==> src/rtl/oai222_arc_pkg.sv <==
// Shared constants, state encoding and arc-vector helpers for the OAI222 arc tester.
// Vector bit p drives pin p: bit0=A1, bit1=A2, bit2=B1, bit3=B2, bit4=C1, bit5=C2.
package oai222_arc_pkg;

    localparam logic [2:0] PIN_A1 = 3'd0;
    localparam logic [2:0] PIN_A2 = 3'd1;
    localparam logic [2:0] PIN_B1 = 3'd2;
    localparam logic [2:0] PIN_B2 = 3'd3;
    localparam logic [2:0] PIN_C1 = 3'd4;
    localparam logic [2:0] PIN_C2 = 3'd5;

    localparam int NUM_PINS   = 6;
    localparam int NUM_CONDS  = 9;
    localparam int NUM_ARCS   = 54;
    localparam int NUM_PHASES = 3;

    // Side-condition code -> {x1,x2}; code n lives in bits [2n+1:2n].
    localparam logic [5:0] CODE_LUT = {2'b11, 2'b10, 2'b01};

    typedef enum logic [1:0] {
        IDLE = 2'd0,
        RUN  = 2'd1,
        DONE = 2'd2
    } state_t;

    function automatic logic [5:0] vec_of(input logic [2:0] pin,
                                          input logic [3:0] cond,
                                          input logic [1:0] phase);
        logic [5:0] v;
        logic [1:0] og0, og1;
        logic [1:0] c0, c1;
        logic [1:0] w0, w1;
        v = '0;
        case (pin[2:1])
            2'd0:    begin og0 = 2'd1; og1 = 2'd2; end
            2'd1:    begin og0 = 2'd0; og1 = 2'd2; end
            default: begin og0 = 2'd0; og1 = 2'd1; end
        endcase
        c0 = 2'(cond / 4'd3);
        c1 = 2'(cond % 4'd3);
        w0 = CODE_LUT[{c0, 1'b0} +: 2];
        w1 = CODE_LUT[{c1, 1'b0} +: 2];
        v[{og0, 1'b0}] = w0[1];
        v[{og0, 1'b1}] = w0[0];
        v[{og1, 1'b0}] = w1[1];
        v[{og1, 1'b1}] = w1[0];
        // Sibling stays 0 so the pin alone opens/closes its group.
        v[pin] = (phase == 2'd1);
        return v;
    endfunction

    function automatic logic exp_of(input logic [1:0] phase);
        return (phase != 2'd1);
    endfunction

endpackage

==> src/rtl/oai222_arc_tester_sync2.sv <==
// Two-flop synchroniser for an asynchronous level input.
// Latency: 2 clk. No backpressure.
// Reset clears both stages.
module sync2 (
    input  logic clk,
    input  logic rst,
    input  logic d,
    output logic q
);

    logic meta;

    always_ff @(posedge clk or posedge rst) begin
        if (rst) begin
            meta <= 1'b0;
            q    <= 1'b0;
        end else begin
            meta <= d;
            q    <= meta;
        end
    end

endmodule

==> src/rtl/oai222_arc_tester.sv <==
// Walks all 54 OAI222 arcs x 3 phases, checking ZN after a settle time.
// Latency: 162*(SETTLE_CYCLES+1) clk from START to DONE. START ignored while BUSY.
module oai222_arc_tester #(
    parameter int SETTLE_CYCLES = 4,
    parameter int ERR_W         = 8
) (
    input  logic             CLK,
    input  logic             RST,
    input  logic             START,
    input  logic             ZN,
    output logic             A1,
    output logic             A2,
    output logic             B1,
    output logic             B2,
    output logic             C1,
    output logic             C2,
    output logic             BUSY,
    output logic             DONE,
    output logic             PASS,
    output logic [ERR_W-1:0] ERR_CNT,
    output logic             FAIL_VALID,
    output logic [5:0]       FAIL_ARC,
    output logic [1:0]       FAIL_PHASE
);
    import oai222_arc_pkg::*;

    if (SETTLE_CYCLES < 3 || SETTLE_CYCLES > 255) begin : g_bad_settle
        $error("SETTLE_CYCLES must be within 3..255");
    end

    state_t     state, state_nxt;
    logic [7:0] settle_cnt;
    logic [2:0] pin, pin_n;
    logic [3:0] cond, cond_n;
    logic [1:0] phase, phase_n;
    logic [5:0] vec;
    logic [5:0] arc_idx;
    logic       zn_s;
    logic       start_run, check_now, last_check, mismatch;
    logic [ERR_W-1:0] err_nxt;

    sync2 u_zn_sync (
        .clk (CLK),
        .rst (RST),
        .d   (ZN),
        .q   (zn_s)
    );

    assign {C2, C1, B2, B1, A2, A1} = vec;
    assign arc_idx = {pin, 3'b000} + {3'b000, pin} + {2'b00, cond};

    always_ff @(posedge CLK or posedge RST) begin
        if (RST) state <= oai222_arc_pkg::IDLE;
        else     state <= state_nxt;
    end

    always_comb begin
        state_nxt  = state;
        start_run  = 1'b0;
        check_now  = 1'b0;
        last_check = 1'b0;
        mismatch   = 1'b0;
        case (state)
            oai222_arc_pkg::RUN: begin
                if (settle_cnt == 8'd0) begin
                    check_now  = 1'b1;
                    mismatch   = (zn_s != exp_of(phase));
                    last_check = (pin == PIN_C2) && (cond == 4'(NUM_CONDS - 1))
                                 && (phase == 2'(NUM_PHASES - 1));
                    if (last_check) state_nxt = oai222_arc_pkg::DONE;
                end
            end
            default: begin
                if (START) begin
                    start_run = 1'b1;
                    state_nxt = oai222_arc_pkg::RUN;
                end
            end
        endcase
    end

    always_comb begin
        pin_n   = pin;
        cond_n  = cond;
        phase_n = phase + 2'd1;
        if (phase == 2'(NUM_PHASES - 1)) begin
            phase_n = 2'd0;
            if (cond == 4'(NUM_CONDS - 1)) begin
                cond_n = 4'd0;
                pin_n  = pin + 3'd1;
            end else begin
                cond_n = cond + 4'd1;
            end
        end
        err_nxt = ERR_CNT;
        if (mismatch && (ERR_CNT != {ERR_W{1'b1}})) err_nxt = ERR_CNT + ERR_W'(1);
    end

    always_ff @(posedge CLK or posedge RST) begin
        if (RST) begin
            settle_cnt <= '0;
            pin        <= '0;
            cond       <= '0;
            phase      <= '0;
            vec        <= '0;
            BUSY       <= 1'b0;
            DONE       <= 1'b0;
            PASS       <= 1'b0;
            ERR_CNT    <= '0;
            FAIL_VALID <= 1'b0;
            FAIL_ARC   <= '0;
            FAIL_PHASE <= '0;
        end else if (start_run) begin
            settle_cnt <= 8'(SETTLE_CYCLES);
            pin        <= '0;
            cond       <= '0;
            phase      <= '0;
            vec        <= vec_of(3'd0, 4'd0, 2'd0);
            BUSY       <= 1'b1;
            DONE       <= 1'b0;
            PASS       <= 1'b0;
            ERR_CNT    <= '0;
            FAIL_VALID <= 1'b0;
            FAIL_ARC   <= '0;
            FAIL_PHASE <= '0;
        end else if (check_now) begin
            ERR_CNT <= err_nxt;
            // Only the first mismatch is captured; later ones just count.
            if (mismatch && !FAIL_VALID) begin
                FAIL_VALID <= 1'b1;
                FAIL_ARC   <= arc_idx;
                FAIL_PHASE <= phase;
            end
            if (last_check) begin
                vec  <= '0;
                BUSY <= 1'b0;
                DONE <= 1'b1;
                PASS <= (err_nxt == '0);
            end else begin
                settle_cnt <= 8'(SETTLE_CYCLES);
                pin        <= pin_n;
                cond       <= cond_n;
                phase      <= phase_n;
                vec        <= vec_of(pin_n, cond_n, phase_n);
            end
        end else if (state == oai222_arc_pkg::RUN) begin
            settle_cnt <= settle_cnt - 8'd1;
        end
    end

endmodule

==> config.mk <==
export PLATFORM = sky130hd
export DESIGN_NAME = oai222_arc_tester
export DESIGN_NICKNAME = d
export VERILOG_FILES = /design/src/rtl/oai222_arc_pkg.sv /design/src/rtl/oai222_arc_tester_sync2.sv /design/src/rtl/oai222_arc_tester.sv
export SDC_FILE = /design/constraint.sdc
export NUM_CORES = 1
export LEC_CHECK = 0
export CAP_MARGIN = 20
export CORE_MARGIN = 3
export CORE_UTILIZATION = 40
export DETAILED_ROUTE_END_ITERATION = 8
export GPL_TIMING_DRIVEN = 0
export HOLD_SLACK_MARGIN = 0.12
export PLACE_DENSITY = 0.6
export SLEW_MARGIN = 5
export SYNTH_ARGS = -nofsm -noshare
export SYNTH_HDL_FRONTEND = slang
export SYNTH_SLANG_ARGS = --single-unit
==> constraint.sdc <==
create_clock -name CLK -period 5.6 [get_ports CLK]
set_clock_uncertainty 0.05 [all_clocks]
set_input_delay 1.68 -clock CLK [delete_from_list [all_inputs] [get_ports CLK]]
set_output_delay 1.68 -clock CLK [all_outputs]
set_load 0.05 [all_outputs]
Yosys cells after proc, flatten, opt, wreduce, memory -nomap -nowiden
Cells that the tools add are included.
W data, S select, Z words.
{"block": "word_totals", "n_memories": 0, "in_bits": 4, "elab_cells": 150, "ram_bits": 0, "latch_bits": 0, "out_inout_bits": 26, "rom_bits": 0, "register_bits": 47}
{"block": "op_classes", "div_mod_pow": 2, "reduce_logical": 24, "n_addsub": 7, "bitwise": 1, "eq_ne": 13, "multipliers": 0, "shift": 2, "n_lt_le_gt_ge": 10, "n_mux": 76}
{"op": "$mux W8", "n": 7}
{"op": "$mux W2", "n": 18}
{"op": "$mux W6", "n": 6}
{"op": "$mux W1", "n": 26}
{"op": "$bwmux W6", "n": 4}
{"op": "$lt A3 B4 Y1 const B", "n": 5}
{"op": "$mux W4", "n": 5}
{"op": "$logic_not A8 Y1", "n": 2}
{"op": "$ge A3 B1 Y1 const B", "n": 5}
{"op": "$mux W3", "n": 5}
{"op": "$shiftx A6 B4 Y2 const A", "n": 2}
{"op": "$logic_and A1 B1 Y1", "n": 9}
{"op": "$add A8 B1 Y8 const B", "n": 1}
{"op": "$demux W1 S2", "n": 4}
{"op": "$ne A8 B8 Y1 const B", "n": 1}
{"op": "$reduce_and A2 Y1", "n": 4}
{"op": "$reduce_bool A2 Y1", "n": 4}
{"op": "$sub A8 B1 Y8 const B", "n": 1}
{"op": "$add A6 B3 Y6", "n": 1}
{"op": "$add A6 B4 Y6", "n": 1}
{"op": "$and A6 B5 Y6", "n": 1}
{"op": "$eq A2 B1 Y1 const B", "n": 3}
{"op": "$ne A2 B2 Y1 const B", "n": 3}
{"op": "$add A4 B1 Y4 const B", "n": 1}
{"op": "other kinds (16)", "n": 16}

Logic depth before layout (Yosys ltp)
{"block": "logic_depth", "depth_word": 20, "depth_mapped": 21, "ltp_nobuf": 20}

Hierarchy
A second synthesis with hierarchy kept.
{"block": "hier_totals", "cells_unflattened": 338, "area_unflattened_um2": 2984.1}
{"module": "oai222_arc_tester", "area_each_um2": 2930.3, "cells_each": 335, "n_inst": 1, "seq_area_each_um2": 1126.1}
{"module": "sync2", "area_each_um2": 53.8, "cells_each": 3, "n_inst": 1, "seq_area_each_um2": 50.0}

Least setup slack after synthesis
Ideal clock, no wire load.
{"block": "synth_path", "path_type": "register to register", "from": "reg cond[1]", "to": "reg vec[2]", "path_buffers": 1, "setup_slack_ns": 1.813, "setup_time_ns": 0.127, "t_required_ns": 5.423, "path_stages_with_launch": 21, "arrival_time_ns": 3.609, "synth_period_minus_slack_ns": 3.787, "path_cell_list": "dfrtp_1 > inv_1 > ha_1 > nand3b_1 > nor2_1 > or2_2 > inv_1 > ha_1 > ha_1 > inv_1 > ha_1 > clkbuf_1 > o21ai_0 > ha_1 > or3b_2 > nor2_1 > a21oi_1 > a21oi_1 > nand3_1 > a32oi_1 > o21ai_1"}
{"block": "synth_via", "elab_chain_cells": 20, "elab_cells_between_ends": 48, "cone_classes": "add/sub (1); div (2); order compare (6); eq/ne (2); shift (2); mux (27); bitwise (1); reduce/logical (7)"}
{"element": "start: declaration", "line_no": "oai222_arc_tester.sv:34", "source": "logic [3:0] cond, cond_n;"}
{"element": "start signal: assignment", "line_no": "oai222_arc_tester.sv:142", "source": "cond <= cond_n;"}
{"element": "parallel branches: the longest is 17 deep, another holds $add A4 B1 Y4"}
{"element": "$mux W6 *", "line_no": "oai222_arc_tester.sv:134", "source": "if (last_check) begin"}
{"element": "$mux W6 *", "line_no": "oai222_arc_tester.sv:126", "source": "end else if (check_now) begin"}
{"element": "$mux W6 *", "line_no": "oai222_arc_tester.sv:113", "source": "end else if (start_run) begin"}
{"element": "end signal: assignment", "line_no": "oai222_arc_tester.sv:118", "source": "vec <= vec_of(3'd0, 4'd0, 2'd0);"}
{"element": "end signal: assignment", "line_no": "oai222_arc_tester.sv:144", "source": "vec <= vec_of(pin_n, cond_n, phase_n);"}
{"element": "end: declaration", "line_no": "oai222_arc_tester.sv:36", "source": "logic [5:0] vec;"}
Mark *: on every way between the ends. The select of a mux whose other input is x is not followed.
A chain may end at the register's enable or synchronous reset.

Final worst setup path
Same ends and word-level chain as after synthesis.

==> results.toml <==
[clocking]
clk_latency_ns = 0.31
cts_resized = 0
cts-buffers-inserted = 5
clkSinkCount = 47
holdBufCountCts = 0
clock-root-buffer = "clkbuf_8"
clkTransAtPathRegs_ns = 0.10
postCtsSetupRepairBufs = 0
cts_tree = "yes"
clk_path_buf_depth = 2
htree_levels = 2

[sta]
maxSlewHeadroom = 0.640
worst_slew_pin_slew_ns = 0.541
finalCritPeriodShare = 0.800
maxSlewViolCount = 0
hold_viol = 0
hold-worst-slack_ns = 0.320
fmax_mhz = 223
finalSetupViolations = 0
timing.setup.tns_ns = 0
final.min_clock_period_ns = 4.48
rsz0062_at_grt = "no"

[grt]
grt_max_degree = 36
grt_pass1_vias = 2507
grt_pass1_wl_mm = 12.3
grt_usage = 0.176
antenna_found_initial = 0
overflow = 0

[yosys]
ys_ff_latch = 47
syn_inst = 352
synth_area_um2 = 3000
ys.warnings.count = 0
ys_types = 61
yosysSeqAreaShare = 0.392
synth_area_per_cell_um2 = 8.53
post-synth-top-area-cell = "dfrtp_1"
synth-edff-count = 0
synth_flop_cell = "dfrtp_1"
synth_fp_nets = 373
synth_area_leaders = "dfrtp_1 (39%), ha_1 (6.7%), o21ai_0 (4.7%), nand2_1 (4.5%), nand3_1 (3.8%)"
synth_top_area_share = 0.392
synthArstFlopShare = 1.00

[routing]
drtIter0Drc = 122
routed_wl_mm = 7.06
via_per_inst = 5.53
num_vias = 2689
wl_per_cell_um = 14.5
firstDrtPassIters = 4
post-route-drc-count = 0
drtAntennaViolNets = 0

[job]
maxCapViolations = 0

[die]
rows = 30
die_w_um = 92.7
die_y_um = 92.7
io_pins = 30
dieArea_um2 = 8590
fp.coreArea_um2 = 7020
start_util = 0.428

[setup_path]
worst-endpoint-arrival_ns = 4.62
cp-end-kind = "flop"
crit_type = "flop to flop"
path_max_fanout = 10
start_kind = "flop"
worstPathRequired_ns = 5.74

[finish]
final_nets = 410
syn_to_final_growth_pct = 18.2
layout-drive-gt1-share = 0.0538
nFillCells = 696
fin_area_um2 = 3550
num_antenna_cells = 0

[place]
place_hpwl_mm = 5.46
place_congestion = 0.846
portBuffers = 29
place_area_um2 = 3430

[outcome]
outcome = "completed"

[pwr]
powerDensity_nw_per_um2 = 375
vdd_drop_max_uv = 126
p_leak_nw = 1.53

[worst_hold_path]
hold_path.class = "flop to flop"
[layout make-up]
type / instances / area [um^2] / share of cell area
clock inverters: 3 / 46.3 / 0.0130
flip-flops and latches: 47 / 1180 / 0.331
inverters: 20 / 75.1 / 0.0211
repair buffers: 30 / 310 / 0.0874
plain buffers: 11 / 43.8 / 0.0123
multi-input cells: 274 / 1710 / 0.481
clock buffers: 5 / 68.8 / 0.0194
well taps: 96 / 120 / 0.0338
[routing by layer]
layer	share of wire	up-vias	track usage
met5	0	-	0
met2	0.49	55	0.300
met4	0.0062	0	0.0354
li1	-	1332	-
met3	0.037	4	0.0301
met1	0.46	1298	0.235
[kinds of logic (layout without fill, tap and decap cells)]
group | count (synthesis) | after routing | synth area share
fa+ha+maj | 17 | 17 | 0.0733
flops | 47 | 47 | 0.392
buf+inv | 31 | 69 | 0.0396
compound gates | 96 | 96 | 0.196
xor+xnor | 13 | 13 | 0.0379
mux | 7 | 7 | 0.0233
simple gates | 141 | 141 | 0.238
[power breakdown]
part | internal (mW) | leakage [nW] | switching [mW]
combinational | 0.205 | 0.863 | 0.379
clock | 0.135 | 0.0548 | 0.129
sequential | 0.413 | 0.616 | 0.0706
[worst paths after layout]
path                                           from                         to  slack [ns]  cells past startpoint
setup / recovery                cond[1]$_DFFE_PP0P_         vec[2]$_DFFE_PP0P_        1.12                     20
hold / removal             u_zn_sync.meta$_DFF_PP0_      u_zn_sync.q$_DFF_PP0_        0.32                      0
setup reg to reg                cond[1]$_DFFE_PP0P_         vec[2]$_DFFE_PP0P_        1.12                     20
hold reg to reg            u_zn_sync.meta$_DFF_PP0_      u_zn_sync.q$_DFF_PP0_        0.32                      0
max in group asynchronous                       RST     ERR_CNT[0]$_DFFE_PP0P_        3.45                      3
min in group asynchronous                       RST  settle_cnt[3]$_DFFE_PP0P_        1.57                      2
[synth_stat cells (2+ instances only)]
master and instances:
buf_2 2, o21ai_1 14, and4_1 2, a21oi_1 16
nor3_1 12, nor4_1 2, xor2_1 6, and3_1 2
a221oi_1 2, a21o_1 6, nor2_1 29, o31ai_1 4
nor2b_1 4, or3_1 5, nand3_1 23, and2_1 2
o22ai_1 3, a31o_2 2, a31oi_1 3, o21ai_0 28
and2b_1 2, a22oi_1 3, nand4_1 4, clkbuf_1 8
nand2b_1 4, nand2_1 36, ha_1 16, o21a_1 2
xnor2_1 7, dfrtp_1 47, mux2i_1 7, inv_1 20
[registers in the layout (all words and copies together), names as in the netlist, 2 cells and up]
name,flops
ERR_CNT,8
state,2
cond,4
FAIL_PHASE,2
pin,3
phase,2
settle_cnt,8
FAIL_ARC,6
vec,6
[stage by stage]
step | utilization | instances | total power [mW] | worst slack (ns)
5_1_grt | 0.506 | 486 | 1.43 | 0.713
3_5_place_dp | 0.489 | 478 | 1.08 | 1.15
6_report | 0.506 | 486 | 1.33 | 1.12
4_1_cts | 0.506 | 486 | 1.34 | 1.13
2_1_floorplan | - | 352 | 0.902 | 1.81
3_3_place_gp | 0.486 | 477 | 1.07 | 1.30
[worst max-delay path, stage by stage (launching register included)]
cell and delay [ns]:
dfrtp_1 0.45, inv_1 0.17, ha_1 0.20, nand3b_1 0.14, nor2_1 0.43, or2_2 0.24, inv_1 0.06, ha_1 0.22
ha_1 0.18, inv_1 0.06, ha_1 0.15, clkbuf_1 0.32, o21ai_0 0.16, ha_1 0.23, or3b_2 0.50, nor2_1 0.15
a21oi_1 0.06, a21oi_1 0.16, nand3_1 0.14, a32oi_1 0.21, o21ai_1 0.09
[layout by cell type, fill, tap and decap left out, types with 3 or more instances in the layout]
cell / synthesis / final
nor2_1: 29 / 29
o21ai_0: 28 / 28
clkbuf_8: 0 / 5
or3_1: 5 / 5
a21o_1: 6 / 6
inv_1: 20 / 19
clkdlybuf4s50_1: 0 / 29
nor3_1: 12 / 12
a22oi_1: 3 / 3
xnor2_1: 7 / 7
nand2b_1: 4 / 4
nor2b_1: 4 / 4
nand2_1: 36 / 36
mux2i_1: 7 / 7
o21ai_1: 14 / 14
nand4_1: 4 / 4
o31ai_1: 4 / 4
clkbuf_1: 8 / 8
dfrtp_1: 47 / 47
xor2_1: 6 / 6
o22ai_1: 3 / 3
nand3_1: 23 / 23
a31oi_1: 3 / 3
ha_1: 16 / 16
a21oi_1: 16 / 16
No activity file was read; power rests on OpenSTA's default activity.
